==> config.mk <==
export PLATFORM = sky130hd
export DESIGN_NAME = flash_mem_responder
export DESIGN_NICKNAME = d
export VERILOG_FILES = /design/src/rtl/flash_mem_responder.sv
export SDC_FILE = /design/constraint.sdc
export NUM_CORES = 1
export LEC_CHECK = 0
export BUFFER_PORTS_ARGS = -buffer_cell sky130_fd_sc_hd__buf_2
export CORE_AREA = 5 5 98 119
export CTS_BUF_LIST = sky130_fd_sc_hd__clkbuf_4 sky130_fd_sc_hd__clkbuf_8
export CTS_CLUSTER_SIZE = 25
export DETAILED_ROUTE_END_ITERATION = 8
export DIE_AREA = 0 0 103 124
export PLACE_DENSITY = 0.69
export SYNTH_ARGS = -nofsm -noshare
export SYNTH_HDL_FRONTEND = slang
export SYNTH_SLANG_ARGS = --single-unit
==> constraint.sdc <==
create_clock -name clk -period 3.69 [get_ports clk]
set_clock_uncertainty 0.15 [all_clocks]
set_input_delay 0.9225 -clock clk [delete_from_list [all_inputs] [get_ports clk]]
set_output_delay 0.9225 -clock clk [all_outputs]
set_load 0.01 [all_outputs]
==> src/rtl/flash_mem_responder.sv <==
// Avalon-MM read-only stand-in for the flash core: returns a 16-bit ramp pattern with fixed latency.
// Optional macro FLASH_RSP_STALL_EN adds pseudo-random waitrequest stalls from a 16-bit LFSR.
module flash_mem_responder #(
    parameter int unsigned READ_LATENCY   = 3,
    parameter int unsigned MAX_PENDING    = 2,
    parameter int unsigned STARTUP_CYCLES = 4,
    parameter int unsigned WRAP_WORDS     = 1048576,
    parameter logic [15:0] SEED           = 16'h0000
) (
    input  logic        clk,
    input  logic        rst_n,
    input  logic        flash_mem_read,
    input  logic        flash_mem_write,
    input  logic [22:0] flash_mem_address,
    input  logic [3:0]  flash_mem_byteenable,
    input  logic        flash_mem_burstcount,
    output logic        flash_mem_waitrequest,
    output logic [31:0] flash_mem_readdata,
    output logic        flash_mem_readdatavalid,
    output logic [7:0]  oob_count,
    output logic        write_seen
);

    typedef enum logic {ST_STARTUP, ST_READY} state_t;

    state_t      r_state;
    logic [7:0]  r_startup_cnt;
    logic [3:0]  r_pending;
    logic        r_waitreq;
    logic        r_rdv;
    logic [31:0] r_rdata;
    logic [7:0]  r_oob;
    logic        r_ws;

    logic [READ_LATENCY-1:0] r_pipe_vld;
    logic [31:0]             r_pipe_data [READ_LATENCY];

    logic        w_accept;
    logic        w_oob;
    logic [31:0] w_word;
    logic [31:0] w_data;
    logic [3:0]  w_pending_next;
    logic        w_stall_next;
    logic        w_unused;

    // Burst length is ignored: every read is a single word.
    assign w_unused = flash_mem_burstcount;

    assign w_accept       = flash_mem_read & ~r_waitreq;
    assign w_oob          = ({9'd0, flash_mem_address} >= WRAP_WORDS);
    assign w_word         = {({flash_mem_address[14:0], 1'b1} ^ SEED),
                             ({flash_mem_address[14:0], 1'b0} ^ SEED)};
    assign w_pending_next = r_pending + {3'd0, w_accept} - {3'd0, r_rdv};

    always_comb begin
        w_data = 32'd0;
        if (!w_oob) begin
            for (int i = 0; i < 4; i++) begin
                if (flash_mem_byteenable[i]) begin
                    w_data[8*i +: 8] = w_word[8*i +: 8];
                end
            end
        end
    end

`ifdef FLASH_RSP_STALL_EN
    logic [15:0] r_lfsr;
    logic [15:0] w_lfsr_next;

    // x^16+x^14+x^13+x^11+1, only stepping once the startup window is over.
    assign w_lfsr_next  = (r_state == ST_READY) ?
                          {r_lfsr[14:0], r_lfsr[15] ^ r_lfsr[13] ^ r_lfsr[12] ^ r_lfsr[10]} :
                          r_lfsr;
    assign w_stall_next = (w_lfsr_next[1:0] == 2'b00);

    always_ff @(posedge clk or negedge rst_n) begin
        if (!rst_n) begin
            r_lfsr <= 16'hACE1;
        end else begin
            r_lfsr <= w_lfsr_next;
        end
    end
`else
    assign w_stall_next = 1'b0;
`endif

    // waitrequest is registered from the next pending count, so it never looks at read/write.
    always_ff @(posedge clk or negedge rst_n) begin
        if (!rst_n) begin
            r_state       <= ST_STARTUP;
            r_startup_cnt <= 8'd0;
            r_pending     <= 4'd0;
            r_waitreq     <= 1'b1;
            r_rdv         <= 1'b0;
            r_rdata       <= 32'd0;
            r_oob         <= 8'd0;
            r_ws          <= 1'b0;
        end else begin
            r_pending <= w_pending_next;
            r_rdv     <= r_pipe_vld[READ_LATENCY-1];
            if (r_pipe_vld[READ_LATENCY-1]) begin
                r_rdata <= r_pipe_data[READ_LATENCY-1];
            end
            if (w_accept && w_oob && (r_oob != 8'hFF)) begin
                r_oob <= r_oob + 8'd1;
            end
            if (flash_mem_write) begin
                r_ws <= 1'b1;
            end
            case (r_state)
                ST_STARTUP: begin
                    if (r_startup_cnt == 8'(STARTUP_CYCLES - 1)) begin
                        r_state   <= ST_READY;
                        r_waitreq <= w_stall_next;
                    end else begin
                        r_startup_cnt <= r_startup_cnt + 8'd1;
                        r_waitreq     <= 1'b1;
                    end
                end
                ST_READY: begin
                    r_waitreq <= (w_pending_next == 4'(MAX_PENDING)) | w_stall_next;
                end
                default: begin
                    r_state   <= ST_STARTUP;
                    r_waitreq <= 1'b1;
                end
            endcase
        end
    end

    // Stage 0 loads on the accepting edge; the output register fires READ_LATENCY edges later.
    always_ff @(posedge clk or negedge rst_n) begin
        if (!rst_n) begin
            r_pipe_vld <= '0;
            for (int i = 0; i < READ_LATENCY; i++) begin
                r_pipe_data[i] <= 32'd0;
            end
        end else begin
            r_pipe_vld[0] <= w_accept;
            if (w_accept) begin
                r_pipe_data[0] <= w_data;
            end
            for (int i = 1; i < READ_LATENCY; i++) begin
                r_pipe_vld[i]  <= r_pipe_vld[i-1];
                r_pipe_data[i] <= r_pipe_data[i-1];
            end
        end
    end

    assign flash_mem_waitrequest   = r_waitreq;
    assign flash_mem_readdata      = r_rdata;
    assign flash_mem_readdatavalid = r_rdv;
    assign oob_count               = r_oob;
    assign write_seen              = r_ws;

endmodule

# Word-level counts from Yosys, hierarchy flattened
# Index checks and enable logic that the tools add are counted.
[word_totals]
wordCells = 36
inputBits = 32
register_bits = 155
output_inout_bits = 43
[op_classes]
n_eq_ne = 3
n_mux = 9
n_reduce_logical = 3
bitwise_logic = 4
add_sub_neg = 4
magnitude_cmp = 1
[op_table]
columns = ["cell", "n"]
rows = [
  ["two-way mux 32 bit", 1],
  ["two-way mux 8 bit", 4],
  ["greater-or-equal comparator 23 x 21 -> 1 bit (second input constant)", 1],
  ["adder 8 x 1 -> 8 bit (second input constant)", 2],
  ["equality test 8 x 2 -> 1 bit (second input constant)", 1],
  ["inequality test 8 bit (second input constant)", 1],
  ["adder 4 x 1 -> 4 bit", 1],
  ["equality test 4 x 2 -> 1 bit (second input constant)", 1],
  ["subtractor 4 x 1 -> 4 bit", 1],
  ["two-way mux 1 bit", 3],
  ["inverter 1 bit", 3],
  ["logical AND 1 bit", 2],
  ["case mux 1 bit (2 select lines)", 1],
  ["AND reduction 2 bit", 1],
  ["AND 1 bit", 1],
]

# Longest topological paths before layout
[depth]
word_depth = 6
depth_mapped = 10
ltp_nobuf = 8

# Worst setup path after synthesis
# OpenSTA, ideal clock, no wires.
[synth_path]
kind = "input port to flip-flop"
from = "input flash_mem_read"
to = "register r_waitreq (netlist: flash_mem_waitrequest)"
path_stages = 9
required_time_ps = 3443
t_arrival_ps = 2674
slack_ps = 769
setup_time_ps = 97
n_path_buf = 2
path_cell_list = "nand2b_1 > buf_4 > clkbuf_1 > ha_1 > inv_1 > ha_1 > fa_1 > xor2_1 > o41ai_2"
[synth_between]
elab_chain_len = 5
[synth_rtl]
columns = ["element", "line_no", "rtl"]
rows = [
  ["start, declared", "12", "input logic flash_mem_read,"],
  ["AND 1 bit", "49", "assign w_accept = flash_mem_read & ~r_waitreq;"],
  ["adder 4 x 1 -> 4 bit", "53", "assign w_pending_next = r_pending + {3'd0, w_accept} - {3'd0, r_rdv};"],
  ["subtractor 4 x 1 -> 4 bit", "53", ""],
  ["via w_pending_next[2]", "42", "logic [3:0] w_pending_next;"],
  ["equality test 4 x 2 -> 1 bit", "121", "r_waitreq <= (w_pending_next == 4'(MAX_PENDING)) | w_stall_next;"],
  ["case mux 1 bit (2 select lines)", "110", "case (r_state)"],
  ["end signal, assigned", "114", "r_waitreq <= w_stall_next;"],
  ["end signal, assigned", "121", ""],
  ["end, declared", "29", "logic r_waitreq;"],
]
# The timed path passes the listed nets, and every way through them passes these cells.
# A chain may end at the register's enable or synchronous reset.

# Worst setup path in the final report
# Same ends and word-level chain as after synthesis.

==> run metrics <==
DRT antenna net count=0; unrepaired setup endpoints after global routing=false; synthesis-to-finish area growth=17.7%; I/O Pins=75; Syn Nets=roughly 340; startpoint types=primary input; Setup Buffers After CTS=0; total wire length=7900 µm; routed vias=between 2000 and 3000; worst r2r path cells=7; Initial Util=between 40% and 50%; DR vias/cell=approximately 5.0; worst vdd ir=~0.40 mV; initial antenna violation count=0; final core utilization=57.5%; fraction of layout cells with a size suffix above 1=between 30% and 40%; distinct cell type count after synthesis=37; Die W=103 µm; CP max stage cell=fa_1; Post-DP Area=between 5000 and 6000 µm²; total track usage=13.7%; Power Density=around 600 nW/µm²; placed insts=between 400 and 500; global-route wire length before repair=13200 µm; CTS tree=done; reg-to-reg slack, setup=~1.5 ns; std cell rows=just over 40; Final setup viols=0; Arr. time, crit path=~2.5 ns; sequential share of the synthesized area=74.7%; Final Max Tran Viols=0; clk_lat worst skew=approximately 0.42 ns; CP endpoint kind=register; worst r2r dst=flash_mem_waitrequest; crit-path most repeated cell=ha_1; Fin. Hold Viols=0; PortBufs=67; CTS sink cnt=approximately 150; most frequent cells after synthesis=dfrtp_1 (150), mux2_2 (33), a22o_1 (30); largest cells by area after synthesis=dfrtp_1 (74%), mux2_2 (7.3%), a22o_1 (5.2%), xnor2_1 (1.9%), ha_1 (1.5%); FF-to-FF Start=flash_mem_waitrequest; pre-CTS WS=between 0.9 and 1 ns; core area=around 10000 µm²; post-synthesis cell count=300; post_cts resized=0; WL per Instance=around 15 µm; Synth Cell Area=5060 µm²; CP cell instances=buf_2, nand2b_2, ha_1, inv_1, ha_1, fa_1, xor2_1, o41ai_2; fin nets=419; Req. time, crit path=3.87 ns; ys async rst share=100%; Num CTS Buffers=17; Worst-Margin Slew=approximately 0.64 ns; DRT Pass-1 Iters=4; hold-critical path endpoint=r_pipe_data[10]; CP peak stage delay=0.38 ns; top-area cell type share of the netlist area=74.2%; worst min-delay path class=reg -> reg; Antenna diodes=0; Post-DP HPWL=approximately 5300 µm; hold buffers post-CTS=0; CTS Root Cell=clkbuf_8; Post-Layout Cell Count=roughly 520; DRC viols=0; LEAKAGE=about 3.1 nW; post-route design area=roughly 6000 µm²; CP Max Fanout=2; routability congestion estimate=0.763; worst-case clock buffer depth=2; setup TNS=0 ns; run status=finished, final reports clean; total grt overflow=0; Tcrit/Tclk final=~60%; Slew headroom=between 50% and 60%; hold_sp=r_pipe_data[42]; Post-synth EDFFs=0; warnings from Yosys=0; largest net degree at the start of global routing=74; area leader, netlist=dfrtp_1; first-iteration detailed-routing DRC count=~120; vias in the first global route=around 2700; count leader, synth=dfrtp_1; number of max-cap violations=0; Top FF cell, synth=dfrtp_1; min Tclk post-route=around 2.3 ns; H-tree Lvls=4; CTS clk-pin slew, worst paths=about 0.070 ns; smallest setup slack after layout=approximately 1.4 ns; hold path depth=0; number of register bits inferred by synthesis=151; Mean Syn Cell Area=approximately 17 µm²; DIE AREA=12800 µm²; fmax=439 MHz; Die Ht=124 µm; WS Path Type=in -> reg
## cells by family (layout without fill, tap and decap cells)
| kind of cell | after synthesis | after routing | share of synthesized area [%] |
|---|---|---|---|
| adders and majority gates | 7 | 7 | 1.88 |
| xor gates and xnor gates | 15 | 15 | 2.60 |
| muxes | 35 | 35 | 7.84 |
| DFF | 151 | 151 | 74.7 |
| AOI/OAI and AO/OA | 37 | 37 | 6.50 |
| other | 1 | 1 | 0.0741 |
| buffers and inverters | 18 | 111 | 1.78 |
| and+or+nand+nor | 36 | 36 | 4.65 |
## per-layer routing
layer / GRT usage [%] / wire length [µm] / vias to the layer above
li1: - / - / 1206
met2: 20.6 / 3900 / 61
met4: 5.59 / 78 / 0
met1: 18.5 / 3540 / 1357
met3: 4.48 / 386 / 6
met5: 0 / 0 / -
## placed cells by master, fill, tap and decap left out, types with 3 or more instances in the layout
master and count:
a21oi_1 3, a22o_1 30, and2_1 3, and3_1 4, buf_2 66, buf_4 5
bufinv_16 3, clkbuf_4 4, clkbuf_8 17, clkinv_4 3, clkinvlp_4 4, dfrtp_1 150
ha_1 6, inv_1 6, mux2_2 33, nand2_1 9, nand4_1 3, xnor2_1 11
xor2_1 4
## through the flow
step                      hold slack (ns)  power [mW]
after floorplan                     0.181        2.18
after global placement              0.181        2.34
after detailed placement            0.185        2.36
after CTS                           0.197        3.64
after global routing                0.197        3.78
final                               0.196        3.59
## critical path, delay by kind of cell
family	cells	cell delay (ns)
adders and majority gates	3	0.84
buffers and inverters	2	0.12
xor gates and xnor gates	1	0.19
and+or+nand+nor	1	0.06
AOI/OAI and AO/OA	1	0.32
## state kept, by name, summed over array words and instances, names as in the netlist
signal / cells
r_pipe_data: 93
flash_mem_readdata: 31
oob_count: 8
r_startup_cnt: 8
r_pending: 4
r_pipe_vld: 3
flash_mem_readdatavalid: 1
flash_mem_waitrequest: 1
r_state: 1
write_seen: 1
## worst max-delay path by stage
stage          cells after the start                    end            from
2_1_floorplan                      9  flash_mem_waitrequest  flash_mem_read
3_3_place_gp                       8  flash_mem_waitrequest  flash_mem_read
3_5_place_dp                       8  flash_mem_waitrequest  flash_mem_read
4_1_cts                            8  flash_mem_waitrequest  flash_mem_read
5_1_grt                            8  flash_mem_waitrequest  flash_mem_read
6_report                           8  flash_mem_waitrequest  flash_mem_read
## cell type report
| class | count | area, µm² |
|---|---|---|
| clock buffers | 21 | 264 |
| clock inverters | 11 | 151 |
| fillers | 825 | 4410 |
| inverters | 7 | 26.3 |
| multi-input cells | 131 | 1190 |
| flip-flops and latches | 151 | 3780 |
| well taps | 129 | 161 |
| repair buffers | 72 | 379 |
## power breakdown
group	switching, mW	total, mW	internal [mW]	leakage, nW
clock network	0.570	1.27	0.700	0.200
registers	0.0895	1.87	1.78	2.04
logic	0.255	0.456	0.201	0.878
total	0.915	3.59	2.68	3.12
Note: power is estimated with default switching activity, not from simulation.
